File: src/rtl/timer_bcd_loader_pkg.sv
// Shared types and constants for the MM:SS keypad-loaded countdown timer.
// The state encoding and the digit limits match the rest of the microwave datapath.
package timer_bcd_loader_pkg;

  localparam logic [3:0] DIGIT_MAX_DEF       = 4'd9;
  localparam logic [3:0] SEC_TENS_RELOAD_DEF = 4'd5;
  localparam logic [3:0] BCD_NINE            = 4'd9;

  typedef enum logic [1:0] {
    ST_ENTRY = 2'd0,
    ST_RUN   = 2'd1,
    ST_HOLD  = 2'd2
  } state_e;

  // True when the packed time {mt,mo,st,so} is 00:01, i.e. the next decrement reaches 00:00.
  function automatic logic is_last_second(input logic [15:0] t);
    return (t == 16'h0001);
  endfunction

endpackage

File: src/rtl/timer_bcd_loader_if.sv
// Keypad/control inputs and display/magnetron outputs of the countdown timer.
// The controller drives through master; the timer consumes through slave.
interface timer_bcd_loader_if;
  logic [3:0] BCD;
  logic       loadn;
  logic       pgt_1Hz;
  logic       start;
  logic       stop;
  logic       clear_time;
  logic [3:0] min_tens;
  logic [3:0] min_ones;
  logic [3:0] sec_tens;
  logic [3:0] sec_ones;
  logic       zero;
  logic       counting;
  logic       done;

  modport master (
    output BCD, loadn, pgt_1Hz, start, stop, clear_time,
    input  min_tens, min_ones, sec_tens, sec_ones, zero, counting, done
  );

  modport slave (
    input  BCD, loadn, pgt_1Hz, start, stop, clear_time,
    output min_tens, min_ones, sec_tens, sec_ones, zero, counting, done
  );
endinterface

File: src/rtl/timer_bcd_loader_bcd_down_digit.sv
// One BCD digit of the time register: clear, shift-in from the right-hand neighbour,
// and borrow-chained decrement that wraps to a per-digit reload value.
module bcd_down_digit (
  input  logic       clk_i,
  input  logic       rst_i,
  input  logic       clr_i,
  input  logic       shift_i,
  input  logic [3:0] shift_in_i,
  input  logic       borrow_i,
  input  logic [3:0] reload_i,
  output logic [3:0] q_o,
  output logic       borrow_o
);

  logic [3:0] q_q;
  logic [3:0] q_d;

  // Next digit value: clear beats shift beats decrement.
  always_comb begin
    q_d = q_q;
    if (clr_i) begin
      q_d = 4'd0;
    end else if (shift_i) begin
      q_d = shift_in_i;
    end else if (borrow_i) begin
      q_d = (q_q == 4'd0) ? reload_i : (q_q - 4'd1);
    end else begin
      q_d = q_q;
    end
  end

  // Digit register.
  always_ff @(posedge clk_i) begin
    if (rst_i) begin
      q_q <= 4'd0;
    end else begin
      q_q <= q_d;
    end
  end

  assign q_o      = q_q;
  assign borrow_o = borrow_i & (q_q == 4'd0);

endmodule

File: src/rtl/timer_bcd_loader.sv
// Keypad-loaded MM:SS countdown: shifts BCD digits in on loadn falling edges, then
// decrements once per 1 Hz rising edge down to 00:00 with a one-cycle done pulse.
module timer_bcd_loader
  import timer_bcd_loader_pkg::*;
#(
  parameter logic [3:0] DIGIT_MAX       = DIGIT_MAX_DEF,
  parameter logic [3:0] SEC_TENS_RELOAD = SEC_TENS_RELOAD_DEF
) (
  input  logic                 clock,
  input  logic                 reset,
  timer_bcd_loader_if.slave    bus
);

  state_e     state_q;
  logic       done_q;
  logic       loadn_q;
  logic       tick_q;

  logic       loadn_fall_s;
  logic       tick_rise_s;
  logic       clr_s;
  logic       shift_s;
  logic       dec_s;
  logic       zero_s;
  logic [15:0] time_s;

  logic [3:0] so_q, st_q, mo_q, mt_q;
  logic       so_borrow_s, st_borrow_s, mo_borrow_s, underflow_s;

  assign loadn_fall_s = loadn_q & ~bus.loadn;
  assign tick_rise_s  = ~tick_q & bus.pgt_1Hz;
  assign time_s       = {mt_q, mo_q, st_q, so_q};
  assign zero_s       = (time_s == 16'h0000);

  // Digit-register commands, following clear_time > stop > start > tick/digit.
  always_comb begin
    clr_s   = 1'b0;
    shift_s = 1'b0;
    dec_s   = 1'b0;
    if (bus.clear_time) begin
      clr_s = 1'b1;
    end else if (bus.stop) begin
      clr_s = (state_q != ST_RUN);
    end else begin
      case (state_q)
        ST_ENTRY: shift_s = ~bus.start & loadn_fall_s & (bus.BCD <= DIGIT_MAX);
        ST_RUN:   dec_s   = tick_rise_s & ~zero_s;
        ST_HOLD:  dec_s   = 1'b0;
        default:  dec_s   = 1'b0;
      endcase
    end
  end

  bcd_down_digit u_sec_ones (
    .clk_i(clock), .rst_i(reset), .clr_i(clr_s), .shift_i(shift_s),
    .shift_in_i(bus.BCD), .borrow_i(dec_s), .reload_i(BCD_NINE),
    .q_o(so_q), .borrow_o(so_borrow_s)
  );

  bcd_down_digit u_sec_tens (
    .clk_i(clock), .rst_i(reset), .clr_i(clr_s), .shift_i(shift_s),
    .shift_in_i(so_q), .borrow_i(so_borrow_s), .reload_i(SEC_TENS_RELOAD),
    .q_o(st_q), .borrow_o(st_borrow_s)
  );

  bcd_down_digit u_min_ones (
    .clk_i(clock), .rst_i(reset), .clr_i(clr_s), .shift_i(shift_s),
    .shift_in_i(st_q), .borrow_i(st_borrow_s), .reload_i(BCD_NINE),
    .q_o(mo_q), .borrow_o(mo_borrow_s)
  );

  bcd_down_digit u_min_tens (
    .clk_i(clock), .rst_i(reset), .clr_i(clr_s), .shift_i(shift_s),
    .shift_in_i(mo_q), .borrow_i(mo_borrow_s), .reload_i(BCD_NINE),
    .q_o(mt_q), .borrow_o(underflow_s)
  );

  // Mode FSM, edge-detect history and done pulse; edge registers track inputs in every state.
  always_ff @(posedge clock) begin
    if (reset) begin
      state_q <= ST_ENTRY;
      done_q  <= 1'b0;
      loadn_q <= 1'b1;
      tick_q  <= 1'b0;
    end else begin
      loadn_q <= bus.loadn;
      tick_q  <= bus.pgt_1Hz;
      done_q  <= 1'b0;
      if (bus.clear_time) begin
        state_q <= ST_ENTRY;
      end else if (bus.stop) begin
        state_q <= (state_q == ST_RUN) ? ST_HOLD : ST_ENTRY;
      end else begin
        case (state_q)
          ST_ENTRY: begin
            if (bus.start && !zero_s) begin
              state_q <= ST_RUN;
            end
          end
          ST_RUN: begin
            if (dec_s && is_last_second(time_s)) begin
              state_q <= ST_ENTRY;
              done_q  <= 1'b1;
            end else if (underflow_s) begin
              // Unreachable wrap past 00:00; fall back to ENTRY rather than keep running.
              state_q <= ST_ENTRY;
            end
          end
          ST_HOLD: begin
            if (bus.start) begin
              state_q <= ST_RUN;
            end
          end
          default: state_q <= ST_ENTRY;
        endcase
      end
    end
  end

  assign bus.min_tens = mt_q;
  assign bus.min_ones = mo_q;
  assign bus.sec_tens = st_q;
  assign bus.sec_ones = so_q;
  assign bus.zero     = zero_s;
  assign bus.counting = (state_q == ST_RUN);
  assign bus.done     = done_q;

endmodule

File: src/flat_wrapper.sv
// flat-port wrapper written by rule: the top's interface ports become plain ports
module timer_bcd_loader_flat import timer_bcd_loader_pkg::*;
#(
  parameter logic [3:0] DIGIT_MAX       = DIGIT_MAX_DEF,
  parameter logic [3:0] SEC_TENS_RELOAD = SEC_TENS_RELOAD_DEF
)
  (clock, reset, bus_BCD, bus_loadn, bus_pgt_1Hz, bus_start, bus_stop, bus_clear_time, bus_min_tens, bus_min_ones, bus_sec_tens, bus_sec_ones, bus_zero, bus_counting, bus_done);
  timer_bcd_loader_if bus_i ();
  input  logic clock;
  input  logic reset;
  input wire logic [$bits(bus_i.BCD)-1:0] bus_BCD;
  input wire logic [$bits(bus_i.loadn)-1:0] bus_loadn;
  input wire logic [$bits(bus_i.pgt_1Hz)-1:0] bus_pgt_1Hz;
  input wire logic [$bits(bus_i.start)-1:0] bus_start;
  input wire logic [$bits(bus_i.stop)-1:0] bus_stop;
  input wire logic [$bits(bus_i.clear_time)-1:0] bus_clear_time;
  output wire logic [$bits(bus_i.min_tens)-1:0] bus_min_tens;
  output wire logic [$bits(bus_i.min_ones)-1:0] bus_min_ones;
  output wire logic [$bits(bus_i.sec_tens)-1:0] bus_sec_tens;
  output wire logic [$bits(bus_i.sec_ones)-1:0] bus_sec_ones;
  output wire logic [$bits(bus_i.zero)-1:0] bus_zero;
  output wire logic [$bits(bus_i.counting)-1:0] bus_counting;
  output wire logic [$bits(bus_i.done)-1:0] bus_done;
  assign bus_i.BCD = bus_BCD;
  assign bus_i.loadn = bus_loadn;
  assign bus_i.pgt_1Hz = bus_pgt_1Hz;
  assign bus_i.start = bus_start;
  assign bus_i.stop = bus_stop;
  assign bus_i.clear_time = bus_clear_time;
  assign bus_min_tens = bus_i.min_tens;
  assign bus_min_ones = bus_i.min_ones;
  assign bus_sec_tens = bus_i.sec_tens;
  assign bus_sec_ones = bus_i.sec_ones;
  assign bus_zero = bus_i.zero;
  assign bus_counting = bus_i.counting;
  assign bus_done = bus_i.done;
  timer_bcd_loader #(.DIGIT_MAX(DIGIT_MAX), .SEC_TENS_RELOAD(SEC_TENS_RELOAD)) u_core (.clock(clock), .reset(reset), .bus(bus_i));
endmodule
File: config.mk
export PLATFORM = sky130hd
export DESIGN_NAME = timer_bcd_loader_flat
export DESIGN_NICKNAME = d
export VERILOG_FILES = /design/src/rtl/timer_bcd_loader_pkg.sv /design/src/rtl/timer_bcd_loader_if.sv /design/src/rtl/timer_bcd_loader_bcd_down_digit.sv /design/src/rtl/timer_bcd_loader.sv /design/src/flat_wrapper.sv
export SDC_FILE = /design/constraint.sdc
export NUM_CORES = 1
export LEC_CHECK = 0
export BUFFER_PORTS_ARGS = -buffer_cell sky130_fd_sc_hd__buf_2
export CORE_MARGIN = 8
export CORE_UTILIZATION = 35
export CTS_CLUSTER_DIAMETER = 100
export DETAILED_ROUTE_END_ITERATION = 8
export PLACE_DENSITY_LB_ADDON = 0.1
export SLEW_MARGIN = 20
export SYNTH_ARGS = -nofsm -noshare
export SYNTH_HDL_FRONTEND = slang
export SYNTH_SLANG_ARGS = --single-unit
File: constraint.sdc
create_clock -name clock -period 6.1 [get_ports clock]
set_input_delay 1.22 -clock clock [delete_from_list [all_inputs] [get_ports clock]]
set_output_delay 1.22 -clock clock [all_outputs]
set_load 0.005 [all_outputs]
==> results of run 1 <==
cell usage after synthesis (2+ instances only):
master     n  share of area [%]
mux2i_1    3                2.7
nor4b_1    3                2.3
a211oi_1   2                1.3
nand4_1    3                1.7
clkbuf_1   3                1.0
nor4_1     3                1.7
a21oi_1   17                7.6
nand3_1    3                1.3
o21ai_0   18                8.1
nor3_1    11                4.9
nor2_1    10                3.4
a31oi_1    2                1.1
xnor2_1    3                2.3
nand2_1    5                1.7
or4_1      4                2.7
nor3b_1    2                1.3
nor2b_1    3                1.7
dfxtp_1   21                 38
worst max-delay path: stages, from the launching register on:
cell      delay [ps]
dfxtp_1          390
or4_1            670
and4bb_2         380
buf_2            120
layout by cell type, fill, tap and decap left out, drive strengths merged, types with 4 or more instances in the layout:
cell and n:
nand4 4, a21oi 17, nor2 10, dfxtp 21, o21ai 18, buf 30
clkbuf 4, nor4 4, or4 5, nand2 5, nor3 11
registers in the layout (all words and copies together), names as in the netlist:
register / flops
u_core.u_min_ones.q_o: 4
u_core.u_min_tens.q_o: 4
u_core.u_sec_ones.q_o: 4
u_core.u_sec_tens.q_o: 4
u_core.state_q: 2
u_core.bus.done: 1
u_core.loadn_q: 1
u_core.tick_q: 1
path summary, 6_finish.rpt:
check,start,to
max,u_core.u_min_ones.q_o[3]$_SDFFE_PP0P_,bus_zero
min,u_core.u_min_tens.q_o[2]$_SDFFE_PP0P_,u_core.u_min_tens.q_o[2]$_SDFFE_PP0P_
max reg2reg,u_core.state_q[1]$_SDFFE_PP0P_,u_core.u_min_ones.q_o[3]$_SDFFE_PP0P_
min reg2reg,u_core.u_min_tens.q_o[2]$_SDFFE_PP0P_,u_core.u_min_tens.q_o[2]$_SDFFE_PP0P_
cell type report:
cell class                      count  area share (%)
Sequential cell                    21            31.7
Clock buffer                        4            1.98
Inverter                            1           0.283
Tap cell                           44            4.15
Timing Repair Buffer               30            11.5
Multi-Input combinational cell    109            50.3
stage by stage:
step	util (%)	setup slack, ps
finish	43.4	3010
global route	43.4	2800
CTS	43.4	2990
detailed placement	42.5	2790
global placement	42.5	2880
floorplan	-	3240
metal layers:
layer  share of wire, %  up-vias
met3                4.9        4
met2                 45       24
met1                 49      509
met5                  0        -
met4                1.2        0
li1                   -      582
power groups by stage:
stage	logic [mW]	registers, mW	clock network (mW)
2_1_floorplan	0.00849	0.142	0
3_3_place_gp	0.0161	0.142	0
3_5_place_dp	0.0163	0.142	0
4_1_cts	0.0163	0.139	0.0708
5_1_grt	0.0183	0.139	0.0775
6_report	0.0162	0.139	0.0686
cells by family (layout without fill, tap and decap cells):
family                    count (synthesis)  in the layout  synth area share (%)
DFF                                      21             21                  37.6
buffers and inverters                     6             35                  2.80
and+or+nand+nor                          57             57                  31.3
muxes                                     3              3                  2.68
AOI/OAI and AO/OA                        46             46                  23.3
xor gates and xnor gates                  3              3                  2.35
==> impl_table.tex, run 1 <==
\begin{tabular}{lr}
\hline
Metric & Value \\
\hline
\multicolumn{2}{l}{\textbf{Layout}} \\
Layout cells sized above 1 & between 20\% and 30\% \\
Fill cell total of the finished layout & 341 \\
Final-stage net count & $\sim$180 \\
Final std cells w/o fill & between 200 and 250 \\
Footprint of the multi-input gates & around 670 µm² \\
Sequential Area & between 400 and 500 µm² \\
Ant diodes & 0 \\
Design area & around 0.0013 mm² \\
Area growth syn-to-layout & 18.5\% \\
\multicolumn{2}{l}{\textbf{Pwr}} \\
Combinational cell fraction of total power & a little over 7\% \\
VDD IR-drop max & just over 80 µV \\
Leakage & 0.511 nW \\
Sequential share of power & 62.1\% \\
Relative contribution of the clock network to total power & between 30 and 40\% \\
PD cells & 169 mW/mm² \\
Internal Pwr Total & $\sim$170 µW \\
Net Sw Power & 53.5 µW \\
PnR Total Power & 224 µW \\
Fraction of power spent switching nets & 23.9\% \\
\multicolumn{2}{l}{\textbf{Routing}} \\
Average wire per standard cell & $\sim$14 µm \\
Via Count & around 1.1k \\
DRC violations left & 0 \\
Sum of routed wire length over all layers & approximately 2900 µm \\
Detailed-routing iteration count for the pre-antenna-repair pass & 4 \\
Number of nets with antenna violations after routing & 0 \\
Iteration-0 DRC Markers & 64 \\
Via-to-Cell Ratio & 5.35 \\
\multicolumn{2}{l}{\textbf{GRT}} \\
Routing usage on met3 & between 3 and 4\% \\
Total routing resource utilization after global routing & between 10\% and 20\% \\
Fraction of met2 tracks used by global routing & 17.9\% \\
Vias in the first global route & $\sim$1.1k \\
Most crowded layer after global routing & met2 \\
Maximum number of pins on one net before global-route repair & 29 \\
Met1 usage in global routing & between 10\% and 20\% \\
Global-route wire length before repair & slightly above 5000 µm \\
Initial antenna violation count & 0 \\
Total global routing overflow & 0 \\
\multicolumn{2}{l}{\textbf{Yosys}} \\
Number of instances in the synthesized netlist & around 140 \\
Count of unique library cells instantiated by Yosys & 38 \\
Syn\_area\_per\_cell & 8.22 µm² \\
Async SR Flop Fraction & 0\% \\
Fraction of the yosys area taken by sequential cells & 37.6\% \\
Ys flop type & dfxtp\_1 \\
Number of synthesized flops with an enable pin & 0 \\
Syn\_nets & $\sim$150 \\
Number of register bits inferred by synthesis & 21 \\
Syn. warnings & 0 \\
Post-synthesis instance area & $\sim$0.0011 mm² \\
\multicolumn{2}{l}{\textbf{Clock tree}} \\
Clock root buffer & clkbuf\_4 \\
Clock transition time at the flip-flop clock pins of the worst setup and hold paths & around 120 ps \\
Hold buffers post-CTS & 0 \\
Number of sinks on the clock net & 21 \\
Maximum clock insertion buffer count & 2 \\
Maximum level of the CTS H-tree & 1 \\
Count of buffers added by post-CTS timing repair for setup & 0 \\
Quantity of gates resized following cts & 0 \\
Skew-Pair Late Insertion Delay & around 310 ps \\
Clock buffer count from CTS & 3 \\
TritonCTS clock tree & done \\
\multicolumn{2}{l}{\textbf{Timing}} \\
Unrepaired setup endpoints after global routing & no \\
Worst slew margin relative to its limit & 40.5\% \\
Slew Limit Fails & 0 \\
Sum Neg Setup Slack & 0 ps \\
Total of endpoints with negative setup slack in the final report & 0 \\
Smallest hold slack & 518 ps \\
Post-route clock skew & roughly 6.5 ps \\
Worst-Margin Slew & a little under 900 ps \\
Final critical delay including setup and external delays & $\sim$3100 ps \\
Final Hold Vio Count & 0 \\
Final critical-path share of the clock period & 50.6\% \\
Fmax & $\sim$0.32 GHz \\
\multicolumn{2}{l}{\textbf{Worst setup path}} \\
FF-to-FF path depth & 4 \\
Setup slack of the worst register-to-register path & roughly 3800 ps \\
Arr. time, crit path & 1870 ps \\
Crit. End Element & output port \\
Critical path fanouts, max & 7 \\
Type of the setup path with the least slack & register to output port \\
Required time of the critical path & $\sim$4900 ps \\
Kind of start point of the critical path & register \\
\multicolumn{2}{l}{\textbf{Floorplanning}} \\
Placement Rows & 20 \\
Chip height & about 73 µm \\
Total I/O pin count & 30 \\
Horizontal die dimension & approximately 73 µm \\
Floorplan die area & about 0.0053 mm² \\
Placeable Area & 0.00305 mm² \\
Starting utilization of the core area & between 30\% and 40\% \\
\multicolumn{2}{l}{\textbf{Placement}} \\
Total placed cells including tap cells & 205 \\
GP Congestion & 0.870 \\
Post-DP HPWL & about 2200 µm \\
Number of buffer cells added on primary ports & 29 \\
Post-placement cell area & approximately 0.0013 mm² \\
\multicolumn{2}{l}{\textbf{Hold path}} \\
Hold path cells & 2 \\
Tightest Hold Check Type & register to register \\
\multicolumn{2}{l}{\textbf{Run}} \\
Max Cap Viol & 0 \\
\multicolumn{2}{l}{\textbf{Outcome}} \\
Result of the run & completed \\
\hline
\end{tabular}
Power figures use the tool's default switching activity.
==> run 2, diff against run 1 <==
- ABC_AREA: unset -> 1
- clock period: 6.1 -> 3.2 ns (I/O delays scaled with it)
==> run 2 against run 1 <==
  * Sequential share of layout area shrank 6.6 points
  * Critical path type unchanged
  * Largest power group unchanged
  * Sequential power is 91% higher
  * Wire length increased by 22%
  * Register-to-register slack got worse by 2200 ps
  * Largest cell class unchanged
==> impl_table.tex, run 2 <==
\begin{tabular}{lr}
\hline
Metric & Value \\
\hline
\multicolumn{2}{l}{\textbf{Worst setup path}} \\
Required time of the critical path & between 2000 and 3000 ps \\
Critical path fanouts, max & 6 \\
Largest stage delay, worst path & roughly 370 ps \\
Kind of start point of the critical path & register \\
Crit. End Element & output port \\
Cell chain of the critical path & nor2\_1 -> nand2\_1 -> nor2\_2 -> nand2\_2 -> inv\_1 -> buf\_2 \\
Total number of cells along the worst setup path & 6 \\
Setup slack of the worst register-to-register path & roughly 1600 ps \\
End of the worst register-to-register path & u\_core.u\_sec\_tens.q\_o[1]\$\_SDFFE\_PP0P\_ \\
Type of the setup path with the least slack & register to output port \\
Count of buffering cells on the critical path with inverters included & 2 \\
FF-to-FF path depth & 9 \\
Kind of cell with the highest combined delay on the critical path & simple AND/OR/NAND/NOR gates \\
Cell with the largest stage delay on the worst path & dfxtp\_1 \\
Arr. time, crit path & 1390 ps \\
Reg-to-reg critical path startpoint & u\_core.state\_q[0]\$\_SDFFE\_PP0P\_ \\
\multicolumn{2}{l}{\textbf{Hold path}} \\
Tightest Hold Check Type & register to register \\
Hold path cells & 2 \\
Startpoint of the tightest hold check path & u\_core.state\_q[1]\$\_SDFFE\_PP0P\_ \\
Destination of the worst hold path & u\_core.state\_q[1]\$\_SDFFE\_PP0P\_ \\
\multicolumn{2}{l}{\textbf{Clock tree}} \\
TritonCTS clock tree & done \\
Quantity of gates resized following cts & 0 \\
Count of buffers added by post-CTS timing repair for setup & 0 \\
Number of sinks on the clock net & 21 \\
Clock transition time at the flip-flop clock pins of the worst setup and hold paths & around 80 ps \\
Maximum clock insertion buffer count & 2 \\
Clock root buffer & clkbuf\_8 \\
Hold buffers post-CTS & 0 \\
Clock buffer count from CTS & 3 \\
Maximum level of the CTS H-tree & 1 \\
Skew-Pair Late Insertion Delay & 270 ps \\
\multicolumn{2}{l}{\textbf{Yosys}} \\
Share of Yosys cell area claimed by the top area cell type & between 20 and 30\% \\
Count of unique library cells instantiated by Yosys & 27 \\
Share of synthesized area spent on multiplexers & 0\% \\
Number of register bits inferred by synthesis & 21 \\
Syn\_area\_per\_cell & $\sim$6.6 µm² \\
Number of instances in the synthesized netlist & 223 \\
Synth top cells by count & 50 x nand2\_1, 33 x nor2\_1, 25 x inv\_1 \\
Area share of fa/ha/maj cells after synthesis & 0\% \\
Largest cells by area after synthesis & dfxtp\_1 29\%, nand2\_1 13\%, nor2\_1 8.4\%, inv\_1 6.4\%, o21ai\_0 4.4\% \\
Async SR Flop Fraction & 0\% \\
Simple logic cell fraction of the synthesized area & $\sim$44\% \\
Ys flop type & dfxtp\_1 \\
Post-synthesis instance area & roughly 0.0015 mm² \\
Synthesized-area fraction occupied by ao, oa, aoi and oai cells & between 10 and 15\% \\
Number of synthesized flops with an enable pin & 0 \\
Combinational family with the most area after synthesis & simple AND/OR/NAND/NOR gates \\
Xor/xnor share of the synthesized area & under 10\% \\
Fraction of the yosys area taken by sequential cells & roughly 29\% \\
Syn\_nets & 234 \\
Library cell with the highest instance count after synthesis & nand2\_1 \\
Cell type contributing the most total cell area after synthesis & dfxtp\_1 \\
Syn. warnings & 0 \\
\multicolumn{2}{l}{\textbf{Routing}} \\
Sum of routed wire length over all layers & 3510 µm \\
Via Count & 1429 \\
Via-to-Cell Ratio & about 4.7 \\
Iteration-0 DRC Markers & 52 \\
Number of nets with antenna violations after routing & 0 \\
Detailed-routing iteration count for the pre-antenna-repair pass & 4 \\
DRC violations left & 0 \\
Average wire per standard cell & between 10 and 15 µm \\
\multicolumn{2}{l}{\textbf{Timing}} \\
Worst slew margin relative to its limit & 57.6\% \\
Unrepaired setup endpoints after global routing & no \\
Worst setup margin & 1170 ps \\
Total of endpoints with negative setup slack in the final report & 0 \\
Final Hold Vio Count & 0 \\
Fmax & around 0.49 GHz \\
Final critical-path share of the clock period & 63.3\% \\
Final critical delay including setup and external delays & about 2000 ps \\
Worst-Margin Slew & approximately 640 ps \\
Slew Limit Fails & 0 \\
Sum Neg Setup Slack & 0 ps \\
Post-route clock skew & 5.95 ps \\
\multicolumn{2}{l}{\textbf{Layout}} \\
Design area & about 0.0017 mm² \\
Most frequent standard cell in the layout excluding fill and tap cells & nand2\_1 \\
Final core utilization & a little over 40\% \\
Ant diodes & 0 \\
Fill cell total of the finished layout & approximately 470 \\
Area growth syn-to-layout & 14.0\% \\
Final-stage net count & 264 \\
Commonest non-fill, non-tap cells in the layout & 50 x nand2\_1, 33 x nor2\_1, 29 x buf\_2 \\
Layout cells sized above 1 & 25.8\% \\
\multicolumn{2}{l}{\textbf{GRT}} \\
Vias in the first global route & $\sim$1.4k \\
Initial antenna violation count & 0 \\
Total global routing overflow & 0 \\
Global-route wire length before repair & between 6000 and 7000 µm \\
Total routing resource utilization after global routing & between 10\% and 20\% \\
Maximum number of pins on one net before global-route repair & 35 \\
\multicolumn{2}{l}{\textbf{Floorplanning}} \\
Starting utilization of the core area & between 30\% and 40\% \\
Horizontal die dimension & 80.8 µm \\
Placement Rows & 23 \\
Chip height & slightly above 80 µm \\
Placeable Area & just over 0.004 mm² \\
Floorplan die area & approximately 0.0065 mm² \\
Total I/O pin count & 30 \\
\multicolumn{2}{l}{\textbf{Pwr}} \\
Leakage & around 0.81 nW \\
VDD IR-drop max & around 120 µV \\
PnR Total Power & about 490 µW \\
PD cells & 295 mW/mm² \\
\multicolumn{2}{l}{\textbf{Placement}} \\
Post-DP HPWL & about 2700 µm \\
Number of buffer cells added on primary ports & 29 \\
Setup slack after placement & around 1200 ps \\
Post-placement cell area & roughly 0.0016 mm² \\
GP Congestion & roughly 0.75 \\
\multicolumn{2}{l}{\textbf{Outcome}} \\
Result of the run & completed \\
\multicolumn{2}{l}{\textbf{Run}} \\
Max Cap Viol & 0 \\
\hline
\end{tabular}
## run 2: metrics by stage
stage / hold WS [ps] / std cells
3_3_place_gp: 516 / 298
2_1_floorplan: 488 / 223
6_report: 525 / 302
4_1_cts: 525 / 302
5_1_grt: 543 / 302
3_5_place_dp: 513 / 298
## run 2: worst max path at each step
stage | startpoint | end | slack, ps
5_1_grt | u_core.u_min_tens.q_o[0]$_SDFFE_PP0P_ | bus_zero | 1020
4_1_cts | u_core.u_min_tens.q_o[0]$_SDFFE_PP0P_ | bus_zero | 1150
3_3_place_gp | bus_stop | u_core.u_min_tens.q_o[2]$_SDFFE_PP0P_ | 1220
6_report | u_core.u_min_tens.q_o[0]$_SDFFE_PP0P_ | bus_zero | 1170
2_1_floorplan | bus_stop | u_core.u_sec_ones.q_o[3]$_SDFFE_PP0P_ | 1650
3_5_place_dp | bus_start | u_core.u_sec_tens.q_o[1]$_SDFFE_PP0P_ | 1240
## run 2: per-layer routing
metal  GRT usage (%)  vias to the layer above  part of all wire (%)
met5               0                        -                     0
met4            3.21                        0                   1.1
met3            3.09                        5                   6.1
met2            18.2                       28                    42
met1            15.6                      636                    50
li1                -                      760                     -
## run 2: cell families (layout without fill, tap and decap cells)
family | after synthesis | count (layout)
DFF | 21 | 21
buffers and inverters | 37 | 66
AOI/OAI and AO/OA | 38 | 38
xor gates and xnor gates | 3 | 3
and+or+nand+nor | 124 | 124
## run 2: cell type report
| cell class | count | area [µm²] | share of cell area, % |
|---|---|---|---|
| clock buffers | 4 | 45.0 | 2.69 |
| repair buffers | 29 | 145 | 8.67 |
| flip-flops and latches | 21 | 420 | 25.1 |
| inverters | 33 | 124 | 7.40 |
| multi-input cells | 165 | 877 | 52.4 |
| well taps | 50 | 62.6 | 3.74 |
## run 2: worst reg2reg max path, cell delays in order, from the launching register on
cell and delay, ps:
dfxtp_1 400, nor2_2 60, nand2_1 100, nor2_4 60
nand2_4 290, clkinv_1 240, nand2_1 120, nand2_1 50
nor2_1 110, nor2_1 50
## run 2: where the power goes
part | internal, mW | total [mW] | switching, mW
Sequential | 0.263 | 0.265 | 0.00175
Combinational | 0.0157 | 0.0433 | 0.0276
Clock | 0.0890 | 0.186 | 0.0973
==> run 3, diff against run 2 <==
- ABC_AREA: 1 -> 0
- clock period: 3.2 -> 1.7 ns (I/O delays scaled with it)
==> run 3 against run 2 <==
  * The flow now finishes with violations (negative setup slack)
  * Register-to-register slack worse by 1900 ps
  * Worst setup slack got worse by 1500 ps
  * Cell area rose by 3.9%
  * Clock power increased by 35%
  * Wire length fell by 1.3%
  * Largest power group unchanged
==> impl_table.tex, run 3 (synthesized netlist as in run 1, its figures left out) <==
\begin{tabular}{lr}
\hline
Metric & Value \\
\hline
\multicolumn{2}{l}{\textbf{Worst setup path}} \\
FF-to-FF path depth & 5 \\
Kind of start point of the critical path & register \\
Required time of the critical path & 1360 ps \\
Cell chain of the critical path & or4\_4 -> buf\_6 -> and4bb\_2 -> buf\_2 \\
Setup slack of the worst register-to-register path & -310 ps \\
Crit. End Element & output port \\
Total number of cells along the worst setup path & 4 \\
Critical path fanouts, max & 2 \\
Type of the setup path with the least slack & register to output port \\
Largest stage delay, worst path & between 500 and 600 ps \\
Arr. time, crit path & approximately 1700 ps \\
Count of buffering cells on the critical path with inverters included & 2 \\
Kind of cell with the highest combined delay on the critical path & simple AND/OR/NAND/NOR gates \\
Cell with the largest stage delay on the worst path & or4\_4 \\
\multicolumn{2}{l}{\textbf{Outcome}} \\
Result of the run & finished with violations \\
Violated checks & negative setup slack \\
\multicolumn{2}{l}{\textbf{Layout}} \\
Commonest non-fill, non-tap cells in the layout & 40 x buf\_4, 29 x buf\_2, 18 x o21ai\_0, 18 x dfxtp\_1, 16 x a21oi\_1 \\
Ant diodes & 0 \\
Final-stage net count & approximately 220 \\
Layout cells sized above 1 & between 40\% and 50\% \\
Final std cells w/o fill & 250 \\
Design area & 0.00174 mm² \\
Most frequent standard cell in the layout excluding fill and tap cells & buf\_4 \\
Final core utilization & a little under three fifths \\
Area growth syn-to-layout & 55.5\% \\
\multicolumn{2}{l}{\textbf{Routing}} \\
Via-to-Cell Ratio & roughly 5.2 \\
Number of nets with antenna violations after routing & 0 \\
Via Count & around 1.3k \\
Routed length on met2 & $\sim$1700 µm \\
DRC violations left & 0 \\
Uppermost routed layer & met4 \\
Sum of routed wire length over all layers & between 3000 and 4000 µm \\
Iteration-0 DRC Markers & 39 \\
Average wire per standard cell & between 10 and 15 µm \\
Detailed-route wire length on metal 1 & about 1700 µm \\
Routed wire length on met3 & between 100 and 150 µm \\
Detailed-routing iteration count for the pre-antenna-repair pass & 4 \\
\multicolumn{2}{l}{\textbf{Clock tree}} \\
Maximum clock insertion buffer count & 2 \\
Skew-Pair Late Insertion Delay & between 300 and 400 ps \\
Number of sinks on the clock net & 21 \\
Clock transition time at the flip-flop clock pins of the worst setup and hold paths & $\sim$130 ps \\
Clock buffer count from CTS & 3 \\
Maximum level of the CTS H-tree & 1 \\
TritonCTS clock tree & done \\
Clock root buffer & clkbuf\_4 \\
Hold buffers post-CTS & 0 \\
\multicolumn{2}{l}{\textbf{Placement}} \\
Post-DP HPWL & around 2700 µm \\
Number of buffer cells added on primary ports & 29 \\
GP Congestion & 0.799 \\
Total placed cells including tap cells & between 200 and 250 \\
Post-placement cell area & approximately 0.0016 mm² \\
\multicolumn{2}{l}{\textbf{Timing}} \\
Final critical delay including setup and external delays & 2080 ps \\
Smallest hold slack & 230 ps \\
Final Hold Vio Count & 0 \\
Fmax & $\sim$0.48 GHz \\
Unrepaired setup endpoints after global routing & yes \\
Worst-Margin Slew & 400 ps \\
Worst setup margin & -376 ps \\
Post-route clock skew & 7.07 ps \\
Worst slew margin relative to its limit & roughly 73\% \\
Total of endpoints with negative setup slack in the final report & 11 \\
Slew Limit Fails & 0 \\
Final critical-path share of the clock period & 122\% \\
\multicolumn{2}{l}{\textbf{Pwr}} \\
VDD IR-drop max & $\sim$340 µV \\
PnR Total Power & $\sim$840 µW \\
Leakage & $\sim$0.75 nW \\
PD cells & around 480 mW/mm² \\
\multicolumn{2}{l}{\textbf{Floorplanning}} \\
Placeable Area & between 0.003 and 0.004 mm² \\
Floorplan die area & between 0.005 and 0.006 mm² \\
Placement Rows & 20 \\
Chip height & approximately 73 µm \\
Starting utilization of the core area & roughly 37\% \\
Horizontal die dimension & about 73 µm \\
Total I/O pin count & 30 \\
\multicolumn{2}{l}{\textbf{GRT}} \\
Total global routing overflow & 0 \\
Total routing resource utilization after global routing & a little over an eighth \\
Initial antenna violation count & 0 \\
Maximum number of pins on one net before global-route repair & 16 \\
Vias in the first global route & 1259 \\
Global-route wire length before repair & 5860 µm \\
\multicolumn{2}{l}{\textbf{Run}} \\
Max Cap Viol & 0 \\
\multicolumn{2}{l}{\textbf{Hold path}} \\
Hold path cells & 2 \\
Tightest Hold Check Type & primary input to register \\
\hline
\end{tabular}
==> run 3: cell count changes in the layout (fill, tap and decap cells not counted), moves of 4 or more <==
cell,before,now
nor2_1,33,9
o21ai_0,13,18
clkinv_1,5,0
or4_4,0,4
nand2_4,5,0
nand2_2,6,0
inv_1,25,1
buf_4,0,40
nor2_2,5,1
nor3_1,2,9
o21ai_1,12,0
nand3_1,11,3
a21oi_1,7,16
nand2_1,50,5
==> run 3: final timing paths <==
kind,startpoint,end
worst max register to register,u_core.u_min_ones.q_o[0]$_SDFFE_PP0P_,u_core.u_min_tens.q_o[2]$_SDFFE_PP0P_
worst min register to register,u_core.u_min_tens.q_o[2]$_SDFFE_PP0P_,u_core.u_min_tens.q_o[2]$_SDFFE_PP0P_
worst min-delay path,bus_loadn,u_core.loadn_q$_SDFF_PP1_
worst max-delay path,u_core.u_min_ones.q_o[0]$_SDFFE_PP0P_,bus_zero
==> run 3: repair_timing <==
action                     CTS  global route
pin swaps                    8             4
buffers inserted             3             1
setup endpoints to repair   14            16
gates cloned                 0             0
resized for setup           12             4
==> run 3: worst reg2reg max path: cells and delay by family (launching register included) <==
family	cells	cell delay [ps]
simple gates	3	1310
compound gates	1	160
flops	1	340
buf+inv	1	150
==> run 3: report_power, final <==
part / total [mW] / internal [mW] / switching (mW)
Sequential: 0.498 / 0.496 / 0.00179
Clock: 0.252 / 0.0915 / 0.160
Combinational: 0.0862 / 0.0430 / 0.0433
Total: 0.836 / 0.630 / 0.205
==> run 3: cell type report <==
class / instances / area (µm²)
sequential: 21 / 424
fill: 283 / 1310
timing repair buffer: 71 / 468
tap: 44 / 55.1
multi-input combinational: 109 / 762
inverter: 1 / 3.75
clock buffer: 4 / 26.3
==> run 3: metrics by stage <==
stage	setup TNS, ps	worst slack (ps)
global route	-3630	-432
finish	-2170	-376
floorplan	-499	-272
global placement	-1560	-233
CTS	-2060	-378
detailed placement	-1750	-262
==> run 3: per-layer routing <==
layer  global-route usage, %  vias up
li1                        -      661
met1                    17.0      615
met2                    22.9       25
met3                    2.07        2
met4                    4.00        0
met5                       0        -
